==> src/rtl/fetch_unit.sv <==
`default_nettype none
// ============================================================================
//  Module   : fetch_unit
//  Purpose  : Two-phase instruction fetch stage. Holds the program memory,
//             the PC and the instruction register.
//  Revision : 1.0  initial release
// ============================================================================
module fetch_unit #(
    parameter int ADDR_W = 7
) (
    input  logic              CLK,
    input  logic              RESET,
    input  logic              START,
    input  logic              LD_EN,
    input  logic [ADDR_W-1:0] LD_ADR,
    input  logic [15:0]       LD_DATA,
    input  logic              STALL,
    input  logic              HALT_REQ,
    input  logic [1:0]        S,
    input  logic [15:0]       JA,
    output logic [15:0]       INST,
    output logic [15:0]       PC,
    output logic              INST_VALID,
    output logic              BUSY,
    output logic              FAULT
);

    localparam int c_DEPTH = 2 ** ADDR_W;

    typedef enum logic [1:0] {
        ST_IDLE  = 2'd0,
        ST_FETCH = 2'd1,
        ST_EXEC  = 2'd2,
        ST_HALT  = 2'd3
    } state_t;

    state_t       r_state;
    state_t       w_state_nxt;

    logic [15:0]  r_mem [c_DEPTH];
    logic [15:0]  r_pc;
    logic [15:0]  r_inst;
    logic         r_fault;
    logic         r_inst_valid;
    logic         r_busy;

    logic         w_stopped;
    logic         w_mem_we;
    logic         w_pc_oob;
    logic [15:0]  w_br_off;
    logic [15:0]  w_pc_exec;

    assign w_stopped = (r_state == ST_IDLE) || (r_state == ST_HALT);
    assign w_mem_we  = w_stopped && LD_EN && !RESET;
    assign w_pc_oob  = (r_pc >> ADDR_W) != 16'd0;
    assign w_br_off  = {{10{r_inst[8]}}, r_inst[8:6], r_inst[2:0]};

    // Next PC for a non-stalled EXEC; relative offsets are from this PC.
    always_comb begin
        w_pc_exec = r_pc + 16'd1;
        case (S)
            2'b00:   w_pc_exec = r_pc + 16'd1;
            2'b01:   w_pc_exec = JA;
            default: w_pc_exec = r_pc + w_br_off;
        endcase
    end

    always_comb begin
        w_state_nxt = r_state;
        case (r_state)
            ST_IDLE, ST_HALT: begin
                if (START) begin
                    w_state_nxt = ST_FETCH;
                end
            end
            ST_FETCH: begin
                w_state_nxt = w_pc_oob ? ST_HALT : ST_EXEC;
            end
            ST_EXEC: begin
                if (!STALL) begin
                    w_state_nxt = HALT_REQ ? ST_HALT : ST_FETCH;
                end
            end
            default: w_state_nxt = ST_IDLE;
        endcase
    end

    always_ff @(posedge CLK) begin
        if (RESET) begin
            r_state <= ST_IDLE;
        end else begin
            r_state <= w_state_nxt;
        end
    end

    // Program memory is deliberately outside the reset domain.
    always_ff @(posedge CLK) begin
        if (w_mem_we) begin
            r_mem[LD_ADR] <= LD_DATA;
        end
    end

    always_ff @(posedge CLK) begin
        if (RESET) begin
            r_pc         <= 16'h0000;
            r_inst       <= 16'h0000;
            r_fault      <= 1'b0;
            r_inst_valid <= 1'b0;
            r_busy       <= 1'b0;
        end else begin
            r_inst_valid <= (w_state_nxt == ST_EXEC);
            r_busy       <= (w_state_nxt == ST_FETCH) || (w_state_nxt == ST_EXEC);
            case (r_state)
                ST_IDLE, ST_HALT: begin
                    if (START) begin
                        r_pc    <= 16'h0000;
                        r_fault <= 1'b0;
                    end
                end
                ST_FETCH: begin
                    if (w_pc_oob) begin
                        r_fault <= 1'b1;
                        r_inst  <= 16'h0000;
                    end else begin
                        r_inst  <= r_mem[r_pc[ADDR_W-1:0]];
                    end
                end
                ST_EXEC: begin
                    if (!STALL) begin
                        r_pc <= w_pc_exec;
                    end
                end
                default: begin
                    r_pc <= r_pc;
                end
            endcase
        end
    end

    assign INST       = r_inst;
    assign PC         = r_pc;
    assign INST_VALID = r_inst_valid;
    assign BUSY       = r_busy;
    assign FAULT      = r_fault;

endmodule
`default_nettype wire

==> config.mk <==
export PLATFORM = sky130hd
export DESIGN_NAME = fetch_unit
export DESIGN_NICKNAME = d
export VERILOG_FILES = /design/src/rtl/fetch_unit.sv
export SDC_FILE = /design/constraint.sdc
export NUM_CORES = 2
export LEC_CHECK = 0
export CAP_MARGIN = 10
export CORE_MARGIN = 2
export CORE_UTILIZATION = 45
export CTS_CLUSTER_SIZE = 28
export DETAILED_ROUTE_END_ITERATION = 12
export GPL_ROUTABILITY_DRIVEN = 0
export MAX_ROUTING_LAYER = met4
export PLACE_DENSITY_LB_ADDON = 0.3
export SYNTH_ARGS = -nofsm -noshare
export SYNTH_HDL_FRONTEND = slang
export SYNTH_SLANG_ARGS = --single-unit
export TNS_END_PERCENT = 20
==> constraint.sdc <==
create_clock -name CLK -period 4.02 [get_ports CLK]
set_input_delay 0.402 -clock CLK [delete_from_list [all_inputs] [get_ports CLK]]
set_output_delay 0.402 -clock CLK [all_outputs]
set_load 0.005 [all_outputs]
==> run summary <==
The cell total after placement was 6304; the period utilization was 0.861. For the pre-CTS setup slack, the log shows 0.457 ns. The switching power was 9660 uW.

In this run, the number of DRC markers left after iteration 0 of detailed routing was 4616. Total number of H-tree levels: 4. The clock-pin slew on the worst setup and hold paths was 0.06 ns; the remaining antenna violation count after routing was 0. In this run the worst hold path is classified as in -> reg. The tools report the sequential-to-total area share from yosys stat as 0.770.

On the critical path, the stage with the largest delay is an instance of a2111oi_0. For this run, the slowest stage of the critical path takes 1.07 ns. The initial antenna violation count came out at 7.

The logs give 81000 um^2 for the combined area of all synthesized cells and 64 for the number of distinct library cells after synthesis. Setup violations remaining at the end of the flow were counted as 0. The cell taking the most area after synthesis is edfxtp_1.

The die width works out to 428 um. The internal portion of the total power is 35100 uW. The most prevalent standard cell on the critical path is a21oi_1. Setup slack closes at 0.557 ns. The initial standard-cell utilization of the core was 0.454.

The worst setup path is launched from a flop. The switching share of power was 0.216; the DRC violation count after routing was 0. The number of enable flip-flop cells after synthesis was 2048. For the number of instances in the synthesized netlist, the log shows 3773.

The run gives 208 as the total CTS buffers. The worst setup path is captured at a flop. The run finished with clean final reports.

The critical path goes through buf_12, nor2_4, buf_4, a22oi_1, a21oi_1, a2111oi_0, a21oi_1, o21ai_0. The tools report the clock network fraction of design power as 0.414. The timing-limited maximum frequency came out at 0.289 GHz. The average via count per standard cell came out at 5.97. The run gives 155 as the total number of placement rows.

Dividing total power by cell area gives a power density of 482 nW/um^2. The run gives 0.541 as the sequential power share. Largest fanout on the critical path: 34. Vertical die dimension: 428 um. The number of nets in the synthesized netlist is 3829.

The number of gates given a new drive strength after cts came out at 0. The endpoint identified for the worst register-to-register timing path is INST[8]. Counting flops and latches in the post-synthesis netlist gives 2092. STA puts the critical path data required time at 4.78 ns.

For the number of hold violations in the final report, the log shows 0. The run gives 39300 as the via count of the first global-routing pass. Area of the placeable core: 179000 um^2.

The timing endpoint of the critical path is INST[8]. Measured in cells, the most critical reg-to-reg path has a length of 8. The tools report the cell leakage power as 0.0281 uW. The completed layout was analyzed and its total power is 44700 uW. Setup repair after global routing left no endpoint under its margin.

The share of the synthesized area in the top cell type came out at 0.759. The total overflow left after global routing is 0. Excluding fillers, the count of instances in the completed layout stands at 6698.

VDD sags by at most 0.429 mV. The number of nets in the layout came out at 4216. The tools report the die outline area as 183000 um^2. Summing all placed instances gives a cell area of 86300 um^2. The run gives 0 as the max-slew violation total from the final report. Buffers placed on the I/O ports in this run total 81. After routing the design area is 92800 um^2.

The worst register-to-register path has a setup slack of 0.56 ns. The number of cells traversed by the worst hold path was 1. The fraction of registers with async set/reset works out to 0.

The tools report the combinational cell fraction of total power as 0.045. The tools report the data arrival time of the critical path as 4.22 ns. The tools report the buffer cell driving the clock tree root as clkbuf_16.

For the cts-stage hold buffer count, the log shows 0. The transition time at the pin with the least slew margin is 1.22 ns. The length of the first detailed-routing pass in iterations is 6. The synthesis-to-layout area growth is 14.6%. Entering global routing, the biggest net connects 129 pins. During synthesis, Yosys emitted a total of 0 warnings. The average cell area after synthesis is 21.5 um^2.

The critical path is of the reg -> reg type. The run gives 2092 as the number of sinks driven by the clock tree. Across all layers, the routed design uses 40000 vias.

Sorting the synthesized cells by area gives the leading types as edfxtp_1 76%, mux4_2 12%, mux2i_1 3.3%, dfxtp_1 1.1%, a22oi_1 0.79%. The detailed-placement wirelength estimate was 121 mm; the average wire per standard cell was 30.0 um. The max-slew headroom at the worst pin came out at 0.168. The first global-routing pass estimated 287 mm of wire. The smallest clock period supported by the final layout is computed as 3.46 ns. The predominant post-synthesis flop cell is edfxtp_1. The number of setup buffers added after CTS is 0. The logs give 201 mm for the overall routed net length and 0 ns for the total negative slack. During I/O placement, the number of pins put on the boundary was 82.

The clock insertion delay at the later pin of the skew report was 0.83 ns. The fraction of layout instances using a drive strength above 1 works out to 0.257. The global routing usage summed across all routing layers was 0.223; the maximum buffer depth of the clock tree was 3. The run gives 0.0302 ns as the final setup skew. TritonCTS built the clock tree. The tool flagged a number of max-cap violations equal to 0.
[through the flow]
stage | utilization | hold slack [ns]
after floorplan | - | 0.450
after global placement | 0.483 | 0.516
after detailed placement | 0.483 | 0.508
after CTS | 0.520 | 0.0549
after global routing | 0.520 | 0.0947
final | 0.520 | 0.104
[how the worst min path moves through the flow]
stage,from,endpoint,slack (ns)
2_1_floorplan,INST[12],INST[12],0.45
3_5_place_dp,PC[14],PC[14],0.51
3_3_place_gp,PC[14],PC[14],0.52
5_1_grt,LD_DATA[5],r_mem[5][5],0.09
4_1_cts,LD_DATA[5],r_mem[5][5],0.05
6_report,LD_DATA[5],r_mem[4][5],0.10
[sequential cells by signal, summed over array words and instances (netlist names), named ones only]
| name | count |
|---|---|
| r_mem | 2048 |
| BUSY | 1 |
| INST_VALID | 1 |
| FAULT | 1 |
| PC | 16 |
| INST | 16 |
| r_state | 2 |
[critical path, delay by kind of cell, from the launching register on]
family	cells	cell delay [ns]
AOI/OAI and AO/OA	5	1.79
buffers and inverters	2	0.59
DFF	1	0.75
and+or+nand+nor	1	0.23
[synthesized netlist by cell type, types with 18 or more instances]
library cell,instances
nand3_1,33
clkbuf_1,77
edfxtp_1,2048
mux2_2,40
o22ai_1,18
a21oi_1,58
mux2i_1,269
o21ai_0,46
nor2b_1,26
nor2_1,162
a221oi_1,38
nand4_1,19
dfxtp_1,44
nand2_1,63
buf_2,48
buf_4,43
a22oi_1,85
mux4_2,429
[power groups by stage]
stage	Clock [uW]	Sequential [uW]	Combinational (uW)
2_1_floorplan	0	24600	932
3_3_place_gp	0	24700	1980
3_5_place_dp	0	24700	2010
4_1_cts	18800	24200	2010
5_1_grt	19700	24200	2110
6_report	18500	24200	1990
[metal layers]
metal / routed length [um] / up-vias / global-route usage
li1: - / 16700 / -
met3: 13100 / 328 / 0.0345
met5: 0 / - / -
met2: 99200 / 1564 / 0.354
met4: 7070 / 0 / 0.0753
met1: 81400 / 21400 / 0.298
[cell usage in the layout, fill, tap and decap left out, types with 9 or more instances in the layout]
| master | count |
|---|---|
| edfxtp_1 | 2048 |
| mux4_2 | 429 |
| buf_4 | 286 |
| mux2i_1 | 269 |
| clkbuf_16 | 209 |
| nor2_1 | 144 |
| a22oi_1 | 85 |
| clkdlybuf4s50_1 | 65 |
| nand2_1 | 63 |
| a21oi_1 | 58 |
| clkbuf_1 | 56 |
| clkinv_1 | 47 |
| o21ai_0 | 46 |
| mux2_2 | 40 |
| dfxtp_1 | 39 |
| a221oi_1 | 38 |
| clkinv_2 | 35 |
| nand3_1 | 33 |
| buf_12 | 32 |
| nor2b_1 | 23 |
| nand4_1 | 19 |
| nor2_2 | 18 |
| o22ai_1 | 18 |
| a2111oi_0 | 15 |
| o22a_1 | 13 |
| mux4_1 | 13 |
| and3_1 | 10 |
| diode_2 | 9 |
| inv_1 | 9 |
| or3_1 | 9 |
| bufinv_16 | 9 |
[cells by family after synthesis]
logic type / synth area share
simple gates: 0.0207
xor+xnor: 0.000432
compound gates: 0.0303
fa+ha+maj: 0.00148
flops: 0.770
buf+inv: 0.0150
mux: 0.162
[final cells by class]
type	count	area [um^2]
fillers	13800	85800
flip-flops and latches	2092	62400
multi-input cells	1465	17500
clock buffers	273	5550
repair buffers	384	3440
well taps	2355	2950
clock inverters	111	940
inverters	9	33.8
diodes	9	22.5
Power figures use the tool's default switching activity.
